--- config.mk ---
export PLATFORM = sky130hd
export DESIGN_NAME = soc_run_monitor
export DESIGN_NICKNAME = d
export VERILOG_FILES = /design/src/rtl/soc_monitor_pkg.sv /design/src/rtl/soc_monitor_channel.sv /design/src/rtl/soc_run_monitor.sv
export SDC_FILE = /design/constraint.sdc
export NUM_CORES = 1
export LEC_CHECK = 0
export ABC_AREA = 0
export CAP_MARGIN = 40
export CORE_UTILIZATION = 45
export CTS_CLUSTER_SIZE = 28
export DETAILED_ROUTE_END_ITERATION = 6
export HOLD_SLACK_MARGIN = 0.06
export MAX_ROUTING_LAYER = met4
export PLACE_DENSITY = 0.78
export SLEW_MARGIN = 20
export SYNTH_ARGS = -nofsm -noshare
export SYNTH_HDL_FRONTEND = slang
export SYNTH_SLANG_ARGS = --single-unit
--- constraint.sdc ---
create_clock -name clk_i -period 4.9 [get_ports clk_i]
set_clock_uncertainty 0.2 [all_clocks]
set_input_delay 0.735 -clock clk_i [delete_from_list [all_inputs] [get_ports clk_i]]
set_output_delay 0.735 -clock clk_i [all_outputs]
set_load 0.02 [all_outputs]
--- src/rtl/soc_monitor_pkg.sv ---
// Shared types for the SoC run monitor: FSM state encoding and the cycle-count type.
package soc_monitor_pkg;

    typedef enum logic [2:0] {
        ST_IDLE,
        ST_RUN,
        ST_DRAIN,
        ST_DONE,
        ST_TIMEOUT
    } mon_state_e;

    localparam int CYC_W = 32;
    typedef logic [CYC_W-1:0] cyc_t;

    // Saturating increment; the cycle count must never wrap back to small values.
    function automatic cyc_t sat_inc(cyc_t v);
        return (v == '1) ? v : v + 1'b1;
    endfunction

endpackage

--- src/rtl/soc_monitor_channel.sv ---
// One monitored core: first-rise completion latch, result capture and, when
// MONITOR_STALL_DETECT_EN is defined, an unchanged-fetch-address stall detector.
module soc_monitor_channel #(
    parameter int DATA_W       = 32,
    parameter int STALL_CYCLES = 16
) (
    input  logic              clk_i,
    input  logic              rst_ni,
    input  logic              clr_i,
    input  logic              run_i,
    input  logic [DATA_W-1:0] flag_i,
    input  logic [DATA_W-1:0] result_i,
    input  logic [DATA_W-1:0] instr_addr_i,
    output logic              done_o,
    output logic              done_nxt_o,
    output logic [DATA_W-1:0] result_o,
    output logic              stall_o
);

    logic              done_q, done_d;
    logic [DATA_W-1:0] result_q, result_d;

    // Only the first flag rise counts; later flag or result activity is ignored.
    always_comb begin
        done_d   = done_q;
        result_d = result_q;
        if (clr_i) begin
            done_d   = 1'b0;
            result_d = '0;
        end else if (run_i && !done_q && (flag_i != '0)) begin
            done_d   = 1'b1;
            result_d = result_i;
        end
    end

    always_ff @(posedge clk_i or negedge rst_ni) begin
        if (!rst_ni) begin
            done_q   <= 1'b0;
            result_q <= '0;
        end else begin
            done_q   <= done_d;
            result_q <= result_d;
        end
    end

    assign done_o     = done_q;
    assign done_nxt_o = done_d;
    assign result_o   = result_q;

`ifdef MONITOR_STALL_DETECT_EN
    localparam int SC_W = $clog2(STALL_CYCLES + 1);

    logic [SC_W-1:0]   stall_cnt_q, stall_cnt_d;
    logic [DATA_W-1:0] addr_q;
    logic              stall_q, stall_d;

    always_comb begin
        stall_cnt_d = stall_cnt_q;
        stall_d     = stall_q;
        if (clr_i) begin
            stall_cnt_d = '0;
            stall_d     = 1'b0;
        end else begin
            if (done_q || (instr_addr_i != addr_q)) begin
                stall_cnt_d = '0;
            end else if (stall_cnt_q != SC_W'(STALL_CYCLES)) begin
                stall_cnt_d = stall_cnt_q + 1'b1;
            end
            if (run_i && (stall_cnt_d == SC_W'(STALL_CYCLES))) begin
                stall_d = 1'b1;
            end
        end
    end

    always_ff @(posedge clk_i or negedge rst_ni) begin
        if (!rst_ni) begin
            stall_cnt_q <= '0;
            addr_q      <= '0;
            stall_q     <= 1'b0;
        end else begin
            stall_cnt_q <= stall_cnt_d;
            addr_q      <= instr_addr_i;
            stall_q     <= stall_d;
        end
    end

    assign stall_o = stall_q;
`else
    logic unused_stall_inputs;
    assign unused_stall_inputs = (^instr_addr_i) ^ (STALL_CYCLES == 0);
    assign stall_o = 1'b0;
`endif

endmodule

--- src/rtl/soc_run_monitor.sv ---
// Program-completion monitor: run/drain/done/timeout FSM over NUM_CH channels.
// Stall detection is compiled in only when MONITOR_STALL_DETECT_EN is defined.
module soc_run_monitor
    import soc_monitor_pkg::*;
#(
    parameter int NUM_CH         = 2,
    parameter int DATA_W         = 32,
    parameter int TIMEOUT_CYCLES = 1000,
    parameter int DRAIN_CYCLES   = 1,
    parameter int STALL_CYCLES   = 16
) (
    input  logic                     clk_i,
    input  logic                     rst_ni,
    input  logic                     start_i,
    input  logic [NUM_CH*DATA_W-1:0] mem_flag_i,
    input  logic [NUM_CH*DATA_W-1:0] mem_result_i,
    input  logic [NUM_CH*DATA_W-1:0] instr_addr_i,
    output logic                     busy_o,
    output logic                     done_o,
    output logic                     timeout_o,
    output logic                     mismatch_o,
    output logic [NUM_CH-1:0]        ch_done_o,
    output logic [DATA_W-1:0]        result_o,
    output logic [31:0]              cycles_o,
    output logic [NUM_CH-1:0]        stall_o
);

    mon_state_e        state_q, state_d;
    cyc_t              cnt_q, cnt_d;
    cyc_t              drain_q, drain_d;
    logic [DATA_W-1:0] result_q, result_d;
    logic              mismatch_q, mismatch_d;

    logic [NUM_CH-1:0] ch_done, ch_done_nxt;
    logic [DATA_W-1:0] ch_result [NUM_CH];
    logic              start_ok, run, mm;

    assign start_ok = start_i && ((state_q == ST_IDLE) || (state_q == ST_DONE) ||
                                  (state_q == ST_TIMEOUT));
    assign run      = (state_q == ST_RUN);

    for (genvar g = 0; g < NUM_CH; g++) begin : g_ch
        soc_monitor_channel #(
            .DATA_W       (DATA_W),
            .STALL_CYCLES (STALL_CYCLES)
        ) u_ch (
            .clk_i        (clk_i),
            .rst_ni       (rst_ni),
            .clr_i        (start_ok),
            .run_i        (run),
            .flag_i       (mem_flag_i[g*DATA_W +: DATA_W]),
            .result_i     (mem_result_i[g*DATA_W +: DATA_W]),
            .instr_addr_i (instr_addr_i[g*DATA_W +: DATA_W]),
            .done_o       (ch_done[g]),
            .done_nxt_o   (ch_done_nxt[g]),
            .result_o     (ch_result[g]),
            .stall_o      (stall_o[g])
        );
    end

    always_comb begin
        mm = 1'b0;
        for (int c = 1; c < NUM_CH; c++) begin
            if (ch_result[c] != ch_result[0]) mm = 1'b1;
        end
    end

    // Completion is tested before timeout so a last flag on the timeout edge wins.
    always_comb begin
        state_d    = state_q;
        cnt_d      = cnt_q;
        drain_d    = drain_q;
        result_d   = result_q;
        mismatch_d = mismatch_q;
        case (state_q)
            ST_IDLE: begin
                if (start_i) begin
                    state_d = ST_RUN;
                    cnt_d   = '0;
                end
            end
            ST_RUN: begin
                cnt_d = sat_inc(cnt_q);
                if (&ch_done_nxt) begin
                    state_d = ST_DRAIN;
                    drain_d = cyc_t'(DRAIN_CYCLES - 1);
                end else if (cnt_q == cyc_t'(TIMEOUT_CYCLES - 1)) begin
                    state_d = ST_TIMEOUT;
                end
            end
            ST_DRAIN: begin
                cnt_d = sat_inc(cnt_q);
                if (drain_q == '0) begin
                    state_d    = ST_DONE;
                    result_d   = ch_result[0];
                    mismatch_d = mm;
                end else begin
                    drain_d = drain_q - 1'b1;
                end
            end
            ST_DONE, ST_TIMEOUT: begin
                if (start_i) begin
                    state_d    = ST_RUN;
                    cnt_d      = '0;
                    drain_d    = '0;
                    result_d   = '0;
                    mismatch_d = 1'b0;
                end
            end
            default: state_d = ST_IDLE;
        endcase
    end

    always_ff @(posedge clk_i or negedge rst_ni) begin
        if (!rst_ni) begin
            state_q    <= ST_IDLE;
            cnt_q      <= '0;
            drain_q    <= '0;
            result_q   <= '0;
            mismatch_q <= 1'b0;
        end else begin
            state_q    <= state_d;
            cnt_q      <= cnt_d;
            drain_q    <= drain_d;
            result_q   <= result_d;
            mismatch_q <= mismatch_d;
        end
    end

    assign busy_o     = (state_q == ST_RUN) || (state_q == ST_DRAIN);
    assign done_o     = (state_q == ST_DONE);
    assign timeout_o  = (state_q == ST_TIMEOUT);
    assign mismatch_o = mismatch_q;
    assign ch_done_o  = ch_done;
    assign result_o   = result_q;
    assign cycles_o   = cnt_q;

endmodule

==> impl_metrics.env, run 1 <==
export IMPL_relSlewSlack=0.4586
export IMPL_required_ns=5.07
export IMPL_timing_rr_end="drain_q[24]"
export IMPL_drc=0
export IMPL_cts_root_buf="clkbuf_16"
export IMPL_initial_core_util=0.4616
export IMPL_cts_tree="done"
export IMPL_postSynth_asyncResetShare=1.000
export IMPL_wl_um=22290
export IMPL_clk_latency_ns=0.43
export IMPL_fin_area_um2=11110
export IMPL_status="complete, no violations"
export IMPL_critPathSlowestCell="or2_1"
export IMPL_grt_remaining_overflow=0
export IMPL_slowest_delay_ns=0.61
export IMPL_post_cts_buffers=0
export IMPL_critPathMaxFanout=16
export IMPL_maxCapViolCount=0
export IMPL_dpl_cell_area_um2=10520
export IMPL_grt_max_degree=67
export IMPL_netlist_area_um2=8320
export IMPL_power_density_nw_per_um2=539.4
export IMPL_power_total_w=0.005993
export IMPL_numCtsBuffers=17
export IMPL_r2r_start="drain_q[28]"
export IMPL_end_kind="flop"
export IMPL_ys_seq_area_frac=0.4992
export IMPL_path_cells="nor4_1, nand4_2, nor3_2, o21ba_2, or2_1, a221o_1"
export IMPL_ir_drop_uv=366.0
export IMPL_hold_viol=0
export IMPL_cts_resized=0
export IMPL_antenna_found_initial=0
export IMPL_vias_per_cell=5.691
export IMPL_min_path_type="input pin to async pin"
export IMPL_critPathKind="flop to flop"
export IMPL_synth_top_area_cell="dfrtp_1"
export IMPL_drt_initial_drc_count=469
export IMPL_min_period_ns=3.200
export IMPL_cts_buffer_depth=2
export IMPL_die_w_um=138.0
export IMPL_portBuffers=200
export IMPL_path_clk_slew_ns=0.07
export IMPL_tightest_slew_ns=0.8121
export IMPL_grt_util_all_layers=0.2447
export IMPL_setup_violations_final=0
export IMPL_syn_avg_cell_area_um2=9.520
export IMPL_yosysTopAreaCellShare=0.4992
export IMPL_drtAntennaViolNets=0
export IMPL_synthToLayoutAreaGrowth_pct=33.55
export IMPL_rsz0062_at_grt="false"
export IMPL_wl_per_cell_um=17.16
export IMPL_drive_gt1_frac=0.06636
export IMPL_tns_ns=0
export IMPL_yosysWarningCount=0
export IMPL_drt_pass1_iterations=5
export IMPL_nFillCells=1487
export IMPL_first_global_vias=6853
export IMPL_max_freq_mhz=312.5
export IMPL_dr_total_vias=7392
export IMPL_synth_edff_count=0
export IMPL_r2r_slack_ns=1.70
export IMPL_slew_viol_final=0
export IMPL_grt_pass1_wl_um=34910
export IMPL_power_leakage_nw=4.879
export IMPL_cp_arrival_ns=3.37
export IMPL_ys_ff_latch=166
export IMPL_final_nets=1255
export IMPL_coreArea_um2=18020
export IMPL_syn_inst=874
export IMPL_cts_htree_levels=4
export IMPL_fin_crit_sh=0.6530
export IMPL_num_rows=49
export IMPL_synth_cell_types=66
export IMPL_fp_dieH_um=138.0
export IMPL_rr_worst_depth=6
export IMPL_synth_area_leaders="dfrtp_1, nand3_1, o21ai_0, a22o_1, xnor2_1"
export IMPL_utilization=0.6165
export IMPL_dieArea_um2=19040
export IMPL_ys_flop_type="dfrtp_1"
export IMPL_start_kind="flop"
export IMPL_gp_congestion=0.8410
export IMPL_cts_sinks=166
export IMPL_antennaDiodeCount=0
export IMPL_cts_hold_buffers=0
export IMPL_place_hpwl_um=15620
export IMPL_ios=267
## worst max-delay path by stage
stage,start,to,cells past startpoint
after detailed placement,mem_flag_i[48],drain_q[24],7
after global placement,start_i,drain_q[24],6
after global routing,drain_q[28],drain_q[3],6
after floorplan,start_i,cycles_o[27],7
final,drain_q[28],drain_q[24],6
after CTS,drain_q[28],drain_q[24],6
## metal layers
metal / wire [µm] / global-route usage
met3: 1595 / 0.04203
met1: 9797 / 0.3359
met4: 310 / 0.06643
met2: 10590 / 0.3739
met5: 0 / -
## cells by family after synthesis
| kind of cell | count (synthesis) | share of synthesized area |
|---|---|---|
| fa+ha+maj | 3 | 0.004512 |
| buf+inv | 125 | 0.06316 |
| other cells | 1 | 0.0004507 |
| compound gates | 217 | 0.1731 |
| flops | 166 | 0.4992 |
| xor+xnor | 51 | 0.05368 |
| simple gates | 311 | 0.2059 |
## power breakdown
| part | internal (W) | switching, W | total, W |
|---|---|---|---|
| sequential | 0.00179 | 0.000411 | 0.00220 |
| combinational | 0.00100 | 0.00146 | 0.00246 |
| clock | 0.000725 | 0.000606 | 0.00133 |
## critical path: cells and delay by family (launching register included)
family | cells | cell delay [ns]
compound gates | 2 | 0.63
flops | 1 | 0.43
simple gates | 4 | 1.88
## cells in the final DEF, fill, tap and decap left out, types with 4 or more instances in the layout
cell type and n:
nor2_1 53, a31oi_1 8, a21o_1 6, nor4_1 27, a31o_2 6, inv_1 75, o41ai_1 4, o21ai_0 86
clkbuf_16 17, nand4_1 34, and2_1 8, or3_1 9, nand2_1 32, dfrtp_1 166, o31ai_1 17, inv_6 5
a22o_1 36, clkdlybuf4s50_1 199, o31a_1 4, xnor2_1 33, and4_1 5, xor2_1 18, nand3_1 89, nor3_1 14
o211ai_1 6, and3_1 10, buf_4 9, a21oi_1 22
## area by class of cell
| class | count | area (µm²) | share of cell area |
|---|---|---|---|
| repair buffers | 212 | 2123 | 0.1911 |
| flip-flops and latches | 166 | 4154 | 0.3738 |
| multi-input cells | 584 | 3676 | 0.3308 |
| clock inverters | 14 | 157.7 | 0.01419 |
| well taps | 229 | 286.5 | 0.02579 |
| clock buffers | 18 | 429.2 | 0.03862 |
| inverters | 76 | 285.3 | 0.02567 |
## registers in the layout (all words and copies together) (netlist names)
register	flops
state_q	3
cycles_o	32
g_ch.u_ch.result_o	64
drain_q	32
result_o	32
g_ch.u_ch.done_o	2
mismatch_o	1
## metrics by stage
stage,instances,hold slack [ns],setup slack (ns)
floorplan,875,0.2394,2.432
global placement,1265,0.2817,1.643
detailed placement,1266,0.2842,1.602
CTS,1298,0.06935,1.742
global route,1299,0.08700,1.547
finish,1299,0.04748,1.700
## synth_stat cells, drive strengths merged, types with 3 or more instances
master / number
o41ai: 4
a21oi: 23
o211ai: 6
a211o: 3
nand3: 90
and2: 9
nor4: 32
nor2: 53
dfrtp: 166
a21o: 6
inv: 76
o21ai: 89
ha: 3
a22o: 36
or3: 9
nand2: 33
clkbuf: 23
and3: 10
a31o: 6
xnor2: 33
nor2b: 3
buf: 26
or4: 3
o31ai: 17
nand4: 36
nor3: 16
and4: 5
xor2: 18
a31oi: 8
o2bb2ai: 3
o31a: 4
Power figures use the tool's default switching activity.
==> run 2: changes to the inputs <==
- CORE_UTILIZATION: 45 -> 42
- PLACE_DENSITY: 0.78 -> 0.77
- clock period: 4.9 -> 2.85 ns (I/O delays scaled with it)
==> run 2 against run 1 <==
Against the previous run: cell count is 4.5% higher; die area is 7.0% higher; clock power rose by 77%; via count grew 2.2%; critical path depth increased by 1; sequential power grew 73%; register-to-register slack worse by 1.5 ns; first-iteration DRC count down 0.21%; worst hold slack better by 0.26 ns; count of clock-buffer cells in the layout rose by 2; largest power group unchanged.
==> impl_metrics.env, run 2 (synthesis gave the netlist of run 1 again) <==
export IMPL_status="complete, no violations"
export IMPL_drive_gt1_frac=0.08425
export IMPL_grt_util_all_layers=0.2447
export IMPL_cts_tree="done"
export IMPL_start_kind="flop"
export IMPL_tightest_slew_ns=0.5663
export IMPL_cts_buffer_depth=2
export IMPL_coreArea_um2=19460
export IMPL_setup_violations_final=0
export IMPL_fp_dieH_um=142.8
export IMPL_ios=267
export IMPL_grt_max_degree=66
export IMPL_cts_root_buf="clkbuf_16"
export IMPL_grt_remaining_overflow=0
export IMPL_fin_crit_sh=0.9307
export IMPL_drc=0
export IMPL_dieArea_um2=20380
export IMPL_required_ns=2.95
export IMPL_use_met2=0.3842
export IMPL_ir_drop_uv=588.6
export IMPL_final_common_cell="clkdlybuf4s50_1"
export IMPL_top_usage_layer="met2"
export IMPL_min_path_type="flop to flop"
export IMPL_initial_core_util=0.4275
export IMPL_utilization=0.5844
export IMPL_antennaDiodeCount=0
export IMPL_gp_congestion=0.8468
export IMPL_maxCapViolCount=0
export IMPL_place_hpwl_um=16410
export IMPL_mostFrequentLayoutCells="clkdlybuf4s50_1, dfrtp_1, nand3_1, o21ai_0, inv_1"
export IMPL_hold_viol=0
export IMPL_cp_arrival_ns=2.75
export IMPL_die_w_um=142.8
export IMPL_largest_reg_flops=64
export IMPL_vias_per_cell=5.567
export IMPL_wl_um=23550
export IMPL_min_period_ns=2.652
export IMPL_grt_pass1_wl_um=37080
export IMPL_rsz0062_at_grt="false"
export IMPL_portBuffers=200
export IMPL_final_cell_count_no_fill=1357
export IMPL_critPathKind="flop to flop"
export IMPL_cts_htree_levels=4
export IMPL_max_freq_mhz=377.0
export IMPL_use_met1=0.3175
export IMPL_dr_total_vias=7554
export IMPL_num_rows=51
export IMPL_path_clk_slew_ns=0.07
export IMPL_met3_usage=0.04628
export IMPL_tns_ns=0
export IMPL_slew_viol_final=0
export IMPL_power_density_nw_per_um2=936.0
export IMPL_final_nets=1277
export IMPL_numCtsBuffers=17
export IMPL_placed_cells=1324
export IMPL_drt_initial_drc_count=468
export IMPL_first_global_vias=7121
export IMPL_drtAntennaViolNets=0
export IMPL_cts_sinks=166
export IMPL_power_leakage_nw=5.004
export IMPL_antenna_found_initial=0
export IMPL_synthToLayoutAreaGrowth_pct=36.71
export IMPL_end_kind="flop"
export IMPL_clk_latency_ns=0.43
export IMPL_relSlewSlack=0.6225
export IMPL_pre_cts_ws_ns=0.06247
export IMPL_wl_per_cell_um=17.35
export IMPL_critPathMaxFanout=9
export IMPL_power_total_w=0.01065
export IMPL_fin_ws_ns=0.1976
export IMPL_drt_pass1_iterations=7
-- run 2: final cells by class --
cell class / count / area, µm²
fill: 1625 / 8088
sequential: 166 / 4154
multi-input combinational: 584 / 3682
timing repair buffer: 234 / 2323
clock buffer: 20 / 456.7
tap: 265 / 331.6
inverter: 76 / 285.3
clock inverter: 12 / 141.4
-- run 2: where the power goes --
part / total [W] / switching (W) / internal, W
sequential: 0.00380 / 0.000721 / 0.00307
combinational: 0.00450 / 0.00257 / 0.00192
clock: 0.00235 / 0.00100 / 0.00135
total: 0.0106 / 0.00430 / 0.00635
-- run 2: timing repair --
item                                    CTS  global route
endpoints found under the setup margin    0             3
hold buffers                              1             0
endpoints found under the hold margin    56             0
setup buffers                             0             0
gates resized for setup                   0             1
-- run 2: critical path: stages (launching register included) --
cell and delay [ns]:
dfrtp_1 0.52, and4_1 0.31, and4_1 0.28, nand4_1 0.39, buf_4 0.33, nand2_1 0.25, o21ai_0 0.14, o41ai_1 0.09
-- run 2: metrics by stage --
stage | hold slack (ns) | instance area [µm²]
floorplan | -0.06809 | 8324
global placement | 0.2377 | 10760
detailed placement | 0.2338 | 10760
CTS | 0.3039 | 11370
global route | 0.3150 | 11370
finish | 0.3027 | 11370
-- run 2: path summary, 6_finish.rpt --
path	start	to	slack, ns	cells past startpoint
min in group asynchronous	rst_ni	g_ch[0].u_ch.result_o[27]	0.32	2
max in group asynchronous	rst_ni	g_ch[1].u_ch.result_o[4]	1.34	3
hold / removal	result_o[16]	result_o[16]	0.30	1
setup / recovery	cycles_o[4]	cycles_o[18]	0.20	7
setup reg to reg	cycles_o[4]	cycles_o[18]	0.20	7
hold reg to reg	result_o[16]	result_o[16]	0.30	1
-- run 2: metal layers --
layer  vias up  part of all wire
met4         0             0.021
met1      3663              0.44
met5         -                 0
met2       280              0.48
li1       3577                 -
met3        34             0.065
==> run 3: changes to the inputs <==
- CORE_UTILIZATION: 42 -> 45
- DONT_BUFFER_PORTS: not set -> 1
- PLACE_DENSITY: 0.77 -> not set
==> run 3 against run 2 <==
Against the previous run: the flow now finishes with violations (negative hold slack); cell count down 12%; die area down 6.6%; cell area down 11%; critical endpoint is now drain_q[1]; global-route usage up 1.3 points; first-iteration DRC count up 35%; clock power up 5%; count of clock-buffer cells in the layout down 3; fmax down 0.13%; register-to-register slack about the same; worst hold slack worse by 0.81 ns; sequential share of layout area up 4.7 points; utilization down 2.5 points.
==> impl_metrics.env, run 3 (synthesis gave the netlist of run 1 again) <==
export IMPL_portBuffers=0
export IMPL_cts_hold_buffers=65
export IMPL_timing_rr_end="drain_q[1]"
export IMPL_final_common_cell="dfrtp_1"
export IMPL_cts_sinks=166
export IMPL_grt_remaining_overflow=0
export IMPL_cts_root_buf="clkbuf_16"
export IMPL_required_ns=2.95
export IMPL_dpl_cell_area_um2=8777
export IMPL_ios=267
export IMPL_min_path_type="input pin to async pin"
export IMPL_start_kind="flop"
export IMPL_max_freq_mhz=376.5
export IMPL_multi_input_area_um2=3699
export IMPL_fin_crit_sh=0.9318
export IMPL_numCtsBuffers=17
export IMPL_drive_gt1_frac=0.1056
export IMPL_r2r_slack_ns=0.19
export IMPL_hold_ws_ns=-0.5031
export IMPL_maxCapViolCount=0
export IMPL_coreArea_um2=18020
export IMPL_die_w_um=138.0
export IMPL_drt_pass1_iterations=5
export IMPL_place_hpwl_um=15700
export IMPL_cts_htree_levels=4
export IMPL_path_clk_slew_ns=0.07
export IMPL_dieArea_um2=19040
export IMPL_startpoint="drain_q[18]"
export IMPL_fin_ws_ns=0.1943
export IMPL_grt_pass1_wl_um=36260
export IMPL_highest_layer="met4"
export IMPL_slew_viol_final=0
export IMPL_status="complete, but fails checks"
export IMPL_ir_drop_uv=581.1
export IMPL_relSlewSlack=0.5924
export IMPL_wl_um=23400
export IMPL_cp_arrival_ns=2.75
export IMPL_met2WireLength_um=10980
export IMPL_tns_ns=0
export IMPL_drt_initial_drc_count=630
export IMPL_min_period_ns=2.656
export IMPL_tightest_slew_ns=0.6063
export IMPL_power_density_nw_per_um2=1025
export IMPL_cts_buffer_depth=2
export IMPL_critPathMaxFanout=7
export IMPL_grt_util_all_layers=0.2580
export IMPL_antenna_found_initial=1
export IMPL_drtAntennaViolNets=0
export IMPL_wl_met3_um=1592
export IMPL_dr_total_vias=7094
export IMPL_utilization=0.5591
export IMPL_fin_area_um2=10080
export IMPL_num_rows=49
export IMPL_mostFrequentLayoutCells="dfrtp_1, nand3_1, o21ai_0, inv_1, dlygate4sd3_1"
export IMPL_synthToLayoutAreaGrowth_pct=21.11
export IMPL_cts_tree="done"
export IMPL_wl_met1_um=10250
export IMPL_grt_max_degree=167
export IMPL_final_nets=1151
export IMPL_critPathCapture="drain_q[1]"
export IMPL_clk_latency_ns=0.43
export IMPL_fp_dieH_um=138.0
export IMPL_initial_core_util=0.4616
export IMPL_critPathKind="flop to flop"
export IMPL_nFillCells=1573
export IMPL_r2r_start="drain_q[18]"
export IMPL_hold_viol=166
export IMPL_pre_cts_ws_ns=0.1748
export IMPL_power_leakage_nw=4.598
export IMPL_largest_reg_flops=64
export IMPL_drc=0
export IMPL_wl_per_cell_um=19.56
export IMPL_gp_congestion=0.9006
export IMPL_setup_violations_final=0
export IMPL_register_area_um2=4154
export IMPL_end_kind="flop"
export IMPL_violations="negative hold slack"
export IMPL_first_global_vias=6828
export IMPL_vias_per_cell=5.931
export IMPL_rsz0062_at_grt="false"
export IMPL_rr_worst_depth=7
run 3: cell types whose count changed in the layout (fill, tap and decap cells not counted), moves of 2 or more:
cell             change
clkinv_2             -2
clkbuf_8             -2
clkinv_4             +3
clkinv_8             +2
buf_12               -3
clkdlybuf4s50_1    -199
inv_6                -2
inv_8                +5
dlygate4sd3_1       +64
buf_4               +12
clkinvlp_4           -3
run 3: metal layers:
| metal | GRT usage | vias to the layer above |
|---|---|---|
| li1 | - | 3316 |
| met1 | 0.3350 | 3465 |
| met2 | 0.3878 | 274 |
| met3 | 0.06031 | 39 |
| met4 | 0.1051 | 0 |
| met5 | - | - |
run 3: per-stage QoR:
step | power, W | cells
finish | 0.01033 | 1196
floorplan | 0.006560 | 875
detailed placement | 0.007717 | 1098
global placement | 0.007552 | 1097
global route | 0.01097 | 1196
CTS | 0.01027 | 1195
run 3: cell type report:
cell class | count | share of cell area
tap | 229 | 0.02843
multi-input combinational | 584 | 0.3670
antenna | 1 | 0.0002483
clock inverter | 15 | 0.02049
timing repair buffer | 108 | 0.1011
inverter | 76 | 0.02831
sequential | 166 | 0.4122
clock buffer | 17 | 0.04221
run 3: worst max-delay path, stage by stage (launching register included):
cell and delay, ns:
dfrtp_1 0.44, nor4_2 0.49, nand4_4 0.26, nor3_4 0.34, o21ba_2 0.21, or2_1 0.28
buf_4 0.22, o31ai_1 0.10
run 3: worst min-delay path by stage:
stage | depth (start not counted) | slack [ns] | endpoint
after detailed placement | 0 | -0.05 | drain_q[1]
after global placement | 0 | -0.05 | drain_q[2]
after global routing | 0 | -0.52 | drain_q[31]
after CTS | 0 | -0.52 | drain_q[2]
after floorplan | 0 | -0.07 | cycles_o[0]
final | 0 | -0.50 | drain_q[31]
run 3: report_power, final:
part           total, W  switching (W)  internal (W)
sequential      0.00402       0.000951       0.00307
clock           0.00246        0.00110       0.00135
combinational   0.00386        0.00232       0.00154
run 3: what timing repair did:
item                                    4_1_cts  5_1_grt
buffers inserted                              0        0
endpoints found under the setup margin        0       12
resized for setup                             0        2
hold endpoints to repair                    234      166
